$ cat config.mk
export PLATFORM = sky130hd
export DESIGN_NAME = retire_trace_arbiter
export DESIGN_NICKNAME = d
export VERILOG_FILES = /design/src/rtl/retire_trace_arbiter_pkg.sv /design/src/rtl/retire_trace_arbiter_fifo.sv /design/src/rtl/retire_trace_arbiter.sv
export SDC_FILE = /design/constraint.sdc
export NUM_CORES = 1
export LEC_CHECK = 0
export CAP_MARGIN = 10
export CORE_MARGIN = 8
export CORE_UTILIZATION = 45
export CTS_CLUSTER_DIAMETER = 120
export CTS_CLUSTER_SIZE = 24
export DETAILED_ROUTE_END_ITERATION = 6
export PLACE_DENSITY = 0.67
export SLEW_MARGIN = 15
export SYNTH_ARGS = -nofsm -noshare
export SYNTH_HDL_FRONTEND = slang
export SYNTH_SLANG_ARGS = --single-unit
$ cat constraint.sdc
create_clock -name clk -period 5.8 [get_ports clk]
set_input_delay 0.58 -clock clk [delete_from_list [all_inputs] [get_ports clk]]
set_output_delay 0.58 -clock clk [all_outputs]
set_load 0.005 [all_outputs]
$ cat src/rtl/retire_trace_arbiter_pkg.sv
// Shared types for the retire trace arbiter: GPR / word widths and the
// retire record that moves from the retiring pipes to the debug trace port.
package retire_trace_arbiter_pkg;

    localparam int GPR_W       = 5;
    localparam int SINGLE_WORD = 32;

    // One retired instruction as seen by the trace port.
    typedef struct packed {
        logic [SINGLE_WORD-1:0] pc;
        logic [GPR_W-1:0]       wnum;
        logic [SINGLE_WORD-1:0] wdata;
    } retire_rec_t;

    // Register 0 is never written, so a record targeting it traces with no byte enables.
    function automatic logic [3:0] wb_wen(input logic [GPR_W-1:0] wnum);
        return {4{wnum != '0}};
    endfunction

endpackage

$ cat src/rtl/retire_trace_arbiter_fifo.sv
// retire_fifo: 2-write / 1-read circular buffer of retire records.
// Port 0 is always the older record; when only port 1 pushes, it takes the
// slot port 0 would have used, so program order is kept in the buffer.
module retire_fifo
    import retire_trace_arbiter_pkg::*;
#(
    parameter int DEPTH = 4
) (
    input  logic                         clk,
    input  logic                         rst,
    input  logic                         push0_i,
    input  retire_rec_t                  rec0_i,
    input  logic                         push1_i,
    input  retire_rec_t                  rec1_i,
    input  logic                         pop_i,
    output retire_rec_t                  head_o,
    output logic [$clog2(DEPTH+1)-1:0]   count_o
);

    localparam int CW = $clog2(DEPTH + 1);
    localparam int PW = (DEPTH > 1) ? $clog2(DEPTH) : 1;

    retire_rec_t   mem_q [DEPTH];
    logic [PW-1:0] wptr_q, wptr_d;
    logic [PW-1:0] rptr_q, rptr_d;
    logic [CW-1:0] count_q, count_d;
    logic [PW-1:0] wptr_p1;
    logic          wr_a, wr_b, do_pop;
    retire_rec_t   wa_rec;

    // Pointers wrap modulo DEPTH, which need not be a power of two.
    function automatic logic [PW-1:0] ptr_inc(input logic [PW-1:0] p);
        return (p == PW'(DEPTH - 1)) ? '0 : p + 1'b1;
    endfunction

    // Map the two push ports onto one or two consecutive slots and compute next pointers/count.
    always_comb begin
        wr_a    = push0_i | push1_i;
        wr_b    = push0_i & push1_i;
        wa_rec  = push0_i ? rec0_i : rec1_i;
        do_pop  = pop_i && (count_q != '0);
        wptr_p1 = ptr_inc(wptr_q);
        wptr_d  = wptr_q;
        if (wr_b) begin
            wptr_d = ptr_inc(wptr_p1);
        end else if (wr_a) begin
            wptr_d = wptr_p1;
        end
        rptr_d  = do_pop ? ptr_inc(rptr_q) : rptr_q;
        count_d = count_q + CW'(wr_a) + CW'(wr_b) - CW'(do_pop);
    end

    // Pointer and occupancy state; reset empties the buffer.
    always_ff @(posedge clk) begin
        if (!rst) begin
            wptr_q  <= '0;
            rptr_q  <= '0;
            count_q <= '0;
        end else begin
            wptr_q  <= wptr_d;
            rptr_q  <= rptr_d;
            count_q <= count_d;
        end
    end

    // Storage array; contents are don't-care until written.
    always_ff @(posedge clk) begin
        if (rst && wr_a) begin
            mem_q[wptr_q] <= wa_rec;
        end
        if (rst && wr_b) begin
            mem_q[wptr_p1] <= rec1_i;
        end
    end

    assign head_o  = mem_q[rptr_q];
    assign count_o = count_q;

    // The upstream allowin is conservative, so pushes never exceed free space.
    overflow_chk: assert property (@(posedge clk) disable iff (!rst)
        (int'(count_q) + int'(wr_a) + int'(wr_b)) <= DEPTH);

endmodule

$ cat src/rtl/retire_trace_arbiter.sv
// retire_trace_arbiter: serialises dual retirement (lane0 older, lane1
// younger) onto the single debug write-back trace port through a small
// buffer, back-pressuring both retire stages via a shared allowin.
// Optional macro RETIRE_BYPASS_EN: when the buffer is empty, the oldest
// accepted record goes straight to the trace registers in the same cycle.
module retire_trace_arbiter
    import retire_trace_arbiter_pkg::*;
#(
    parameter int DEPTH = 4  // buffer entries, at least 2
) (
    input  logic                   clk,
    input  logic                   rst,
    input  logic                   l0_valid_i,
    input  logic [SINGLE_WORD-1:0] l0_pc_i,
    input  logic [GPR_W-1:0]       l0_wnum_i,
    input  logic [SINGLE_WORD-1:0] l0_wdata_i,
    input  logic                   l1_valid_i,
    input  logic [SINGLE_WORD-1:0] l1_pc_i,
    input  logic [GPR_W-1:0]       l1_wnum_i,
    input  logic [SINGLE_WORD-1:0] l1_wdata_i,
    output logic                   allowin_o,
    output logic [SINGLE_WORD-1:0] debug_wb_pc,
    output logic [3:0]             debug_wb_rf_wen,
    output logic [GPR_W-1:0]       debug_wb_rf_wnum,
    output logic [SINGLE_WORD-1:0] debug_wb_rf_wdata
);

    localparam int CW = $clog2(DEPTH + 1);

    retire_rec_t            rec0, rec1, head, out_rec_d;
    logic [CW-1:0]          count;
    logic                   acc0, acc1, push0, push1, pop, byp, load_d;
    logic [SINGLE_WORD-1:0] wb_pc_q;
    logic [3:0]             wb_wen_q;
    logic [GPR_W-1:0]       wb_wnum_q;
    logic [SINGLE_WORD-1:0] wb_wdata_q;

    assign rec0 = '{pc: l0_pc_i, wnum: l0_wnum_i, wdata: l0_wdata_i};
    assign rec1 = '{pc: l1_pc_i, wnum: l1_wnum_i, wdata: l1_wdata_i};

    // Room for a full dual retire is required from the registered count; a
    // same-cycle pop is deliberately not credited to keep this off the pop path.
    assign allowin_o = (DEPTH - int'(count)) >= 2;
    assign acc0      = l0_valid_i && allowin_o;
    assign acc1      = l1_valid_i && allowin_o;
    assign pop       = (count != '0);

`ifdef RETIRE_BYPASS_EN
    // With nothing buffered, the oldest accepted record skips the buffer.
    assign byp = (count == '0) && (acc0 || acc1);
`else
    assign byp = 1'b0;
`endif

    // The bypassed record (if any) is the oldest, so only the younger one is pushed.
    assign push0 = acc0 && !byp;
    assign push1 = acc1 && !(byp && !acc0);

    retire_fifo #(
        .DEPTH (DEPTH)
    ) u_fifo (
        .clk     (clk),
        .rst     (rst),
        .push0_i (push0),
        .rec0_i  (rec0),
        .push1_i (push1),
        .rec1_i  (rec1),
        .pop_i   (pop),
        .head_o  (head),
        .count_o (count)
    );

    // Pick what the trace registers load: buffer head first, else a bypassed record.
    always_comb begin
        load_d    = 1'b0;
        out_rec_d = head;
        if (pop) begin
            load_d    = 1'b1;
            out_rec_d = head;
        end else if (byp) begin
            load_d    = 1'b1;
            out_rec_d = acc0 ? rec0 : rec1;
        end
    end

    // Trace registers: new record loads everything, idle cycles drop wen and hold the rest.
    always_ff @(posedge clk) begin
        if (!rst) begin
            wb_pc_q    <= '0;
            wb_wen_q   <= '0;
            wb_wnum_q  <= '0;
            wb_wdata_q <= '0;
        end else if (load_d) begin
            wb_pc_q    <= out_rec_d.pc;
            wb_wen_q   <= wb_wen(out_rec_d.wnum);
            wb_wnum_q  <= out_rec_d.wnum;
            wb_wdata_q <= out_rec_d.wdata;
        end else begin
            wb_wen_q   <= '0;
        end
    end

    assign debug_wb_pc       = wb_pc_q;
    assign debug_wb_rf_wen   = wb_wen_q;
    assign debug_wb_rf_wnum  = wb_wnum_q;
    assign debug_wb_rf_wdata = wb_wdata_q;

endmodule

Word-level counts from Yosys, hierarchy flattened
Memories as Yosys holds them, arrays and structs flattened. A register that Yosys moved wholly into a read port is not among the register bits.
Index checks and enable logic that the tools add are counted.
W data, S select, Z words.
- eq/ne operators: 3
- add/subtract/negate cells: 7
- bitwise operators: 2
- order comparisons: 1
- mux-type cells: 13
- reduce and logical (&&, ||, !) cells: 8
- operators by type and width (cell ; count):
    $mux W69 ; 1
    $mux W2 ; 7
    $add A2 B1 Y2 const B ; 3
    $add A3 B1 Y3 ; 2
    $eq A2 B2 Y1 const B ; 3
    $mux W1 ; 5
    $reduce_bool A5 Y1 ; 1
    $ge A4 B3 Y1 const B ; 1
    $logic_and A1 B1 Y1 ; 4
    $sub A3 B3 Y4 const A ; 1
    $reduce_bool A3 Y1 ; 1
    $sub A3 B1 Y3 ; 1
    $reduce_and A2 Y1 ; 1
    $reduce_bool A2 Y1 ; 1
    $and A1 B1 Y1 ; 1
    $or A1 B1 Y1 ; 1
- word-level logic and storage cells: 42
- bits in registers: 77
- output and inout bits: 74
- bits in writable memories: 276
- memories kept: 1
- memories (name ; depth ; width ; rd ports ; clocked after memory_dff ; write ports ; line ; text):
    u_fifo.mem_q ; 4 ; 69 ; 1 ; 1 ; 2 ; retire_trace_arbiter_fifo.sv:23 ; retire_rec_t mem_q [DEPTH];

Depth between registers and ports, before layout
- depth after elaboration: 7
- gate-level depth with buffers: 12
- gate-level depth less buffers: 12

Modules after synthesis
From an unflattened synthesis, not the netlist that was laid out.
- cell total of the unflattened synthesis: 979
- area total of the unflattened synthesis: 16841.2 um^2
- by module, submodules not included (module ; seq. area each (um^2) ; instances ; cells each ; area an instance (um^2)):
    retire_fifo ; 8468.1 ; 1 ; 739 ; 14079.8
    retire_trace_arbiter ; 1401.3 ; 1 ; 240 ; 2761.4

Worst setup path before layout
No wires, ideal clock.
- path type: reg-to-reg
- from: register u_fifo.count_q[0], in the netlist u_fifo.count_o[0]
- to: memory u_fifo.mem_q[3][0] (netlist bit) (enable)
- data arrival time: 4.704 ns
- data required time: 5.281 ns
- slack: 0.577 ns
- library setup time: 0.519 ns
- stages on the path, launching flop included: 8
- cells stage by stage: dfxtp_1 -> inv_1 -> ha_1 -> ha_1 -> a22o_4 -> clkinv_4 -> nand2_1 -> a21oi_1
- RTL lines (item ; line ; text):
    from (decl) ; retire_trace_arbiter_fifo.sv:26 ; logic [CW-1:0] count_q, count_d;
    from (signal assigned) ; retire_trace_arbiter_fifo.sv:62 ; count_q <= count_d;
    to (decl) ; retire_trace_arbiter_fifo.sv:23 ;

==> results.cfg <==
[status]
outcome = finished, final reports clean

[hold_path]
hp-class = reg2reg

[routing]
ant_nets = 0
viasPerCell = 5.50
vias = 9462
route.detailed.drc = 0
drt-wirelength-per-cell_um = 23.2
drt_iter0_markers = 453
firstDrtPassIters = 5
finalWirelength_um = 39900

[clocking]
cts_tree = built
cts.sinks = 355
cts.path.max_buffers = 3
insertion_delay_ps = 520
clk_pin_slew_worst_paths_ps = 100
cts_made_buffers = 18
hold_buffers = 0
cts_max_level = 1
cts_resized = 0
cts_setup_buffers = 0
clockRootBuffer = clkbuf_16

[layout]
nFillCells = 3006
seqCellArea_um2 = 9880
final_nets = 1397
drive_above_1_share_pct = 31.7
multi_input_area_um2 = 6250
syn2layout_area_growth_pct = 18.7
finish.utilization_pct = 53.9
fin_area_um2 = 19600

[logic_synthesis]
synth-seq-area-share_pct = 59.8
synth-main-ff-cell = edfxtp_1
syn_inst = 1061
synth_area_um2 = 16500
synth.most_common_cell = edfxtp_1
synth_edf_count = 276
synth_compound_area_share_pct = 2.81
async_reset_ff_share_pct = 0
synthAdderAreaFrac_pct = 1.30
yosys-mux-area-fraction_pct = 29.0
synth-simple-area-share_pct = 4.40
ys_ff_latch = 355
synth_common_cells = 276 x edfxtp_1, 246 x mux2_2, 140 x nand2_1
synth-xor-area-share_pct = 0.106
ys_types = 32
synth_top_cell_by_area = edfxtp_1
synthDominantCellAreaShare_pct = 50.2
synth_area_leaders = edfxtp_1 50%, mux2_2 17%, dfxtp_1 9.6%
yosys_warnings = 0
syn_avg_cell_area_um2 = 15.6
synth_nets = 1219
synth_top_family_by_area = multiplexers

[power]
vdd_drop_max_mv = 0.301
finalPower_mw = 9.64
p_leak_nw = 6.57
p_per_area_nw_per_um2 = 492

[setup_path]
cp_slowest_cell = nand3_4
path_cells = inv_1 > ha_1 > ha_4 > a22o_4 > clkinv_4 > nand3_4 > buf_4 > mux2_4
cp-start-kind = flip-flop
cpPeakStageDelay_ps = 710
critPathMaxFanout = 48
worstSetupPathType = reg2reg
critPathArrivalTime_ps = 3470
end_kind = flip-flop
cp.required_ps = 6070

[global_routing]
grt_pass1_vias = 10168
globalRouteOverflowTotal = 0
grt_pass1_wl_um = 61500
antenna_found_initial = 3
grt_max_degree = 76
grt_usage_pct = 18.1

[die]
start_util_pct = 45.4
core_area_um2 = 36300
dieWidth_um = 208
pin_count = 216
die-area_um2 = 43100
num_rows = 70
die_h_um = 208

[timing]
setup_tns_ps = 0
drv_slew = 0
min_period_over_period_pct = 55.3
setup_viol = 0
finalClockSkew_ps = 20.2
tightestPinTransition_ps = 990
timing.final.crit_period_ps = 3210
max_freq_mhz = 312
hold_viol = 0
grt_setup_unrepaired = no
slew-limit-headroom_pct = 34.0

[placed_design]
hpwl_um = 23600
dpl_cell_area_um2 = 19100
place.port_buffers = 215
globalplace.congestion = 0.776

[flow_run]
maxCapViolCount = 0
[power by group]
| part | switching, mW | internal, mW |
|---|---|---|
| Combinational | 2.03 | 2.22 |
| Clock | 0.805 | 0.622 |
| Sequential | 0.345 | 3.61 |
[critical path, delay by kind of cell, from the launching register on]
family                     cells  cell delay [ps]
DFF                            1              410
and+or+nand+nor                1              710
AOI/OAI and AO/OA              1              240
buffers and inverters          3              770
adders and majority gates      2              450
muxes                          1              340
[cell type report]
class | count | area share (%)
tap | 468 | 2.99
inverter | 11 | 0.243
multi-input combinational | 622 | 31.9
timing repair buffer | 231 | 11.7
sequential | 355 | 50.4
antenna | 2 | 0.0255
clock buffer | 31 | 2.66
clock inverter | 1 | 0.0319
[sequential cells by signal, summed over array words and instances, names as in the netlist, named ones only]
name               cells
u_fifo.count_o         3
debug_wb_rf_wnum       5
debug_wb_rf_wen        1
u_fifo.wptr_q          2
u_fifo.mem_q         276
debug_wb_pc           32
u_fifo.rptr_q          2
debug_wb_rf_wdata     32
[layout by cell type (no fill, tap or decap), types with 2 or more instances in the layout]
cell,instances
buf_4,14
nor3_1,2
clkbuf_1,12
buf_12,2
clkdlybuf4s50_1,215
mux2_2,246
edfxtp_1,276
diode_2,2
dfxtp_1,77
nand3_4,4
nor2_1,10
a21oi_1,78
dfxtp_4,2
inv_1,8
a211oi_1,2
nor2_4,3
nand3_1,6
fa_1,2
clkbuf_16,19
mux2_4,30
nand2_1,140
mux4_2,69
and2_1,2
xnor2_1,2
ha_1,13
o21ai_0,4
[cells by family after synthesis]
family | count (synthesis)
AO/OA/AOI/OAI | 88
AND/OR/NAND/NOR | 170
adder cells (fa/ha/maj) | 16
buffers and inverters | 84
multiplexers | 346
flip-flops | 355
XOR/XNOR | 2
[per-stage QoR]
step	worst slack (ps)	instances	hold slack, ps
2_1_floorplan	577	1061	448
3_3_place_gp	2270	1687	447
3_5_place_dp	2220	1687	452
4_1_cts	2530	1719	466
5_1_grt	2420	1721	475
6_report	2590	1721	466
[worst paths after layout]
check	start	to	slack, ps	cells past startpoint
setup reg to reg	u_fifo.count_o[0]	u_fifo.mem_q[3][58]	2590	8
setup / recovery	u_fifo.count_o[0]	u_fifo.mem_q[3][58]	2590	8
hold reg to reg	debug_wb_rf_wdata[29]	debug_wb_rf_wdata[29]	470	2
hold / removal	debug_wb_rf_wdata[29]	debug_wb_rf_wdata[29]	470	2
[layer usage]
metal / vias to the layer above / share of wire [%] / track usage (%)
met3: 52 / 4.6 / 2.76
li1: 4389 / - / -
met1: 4796 / 43 / 23.4
met2: 223 / 50 / 31.5
met4: 2 / 2.2 / 4.68
met5: - / 0.033 / 0
No activity file was read; power rests on OpenSTA's default activity.
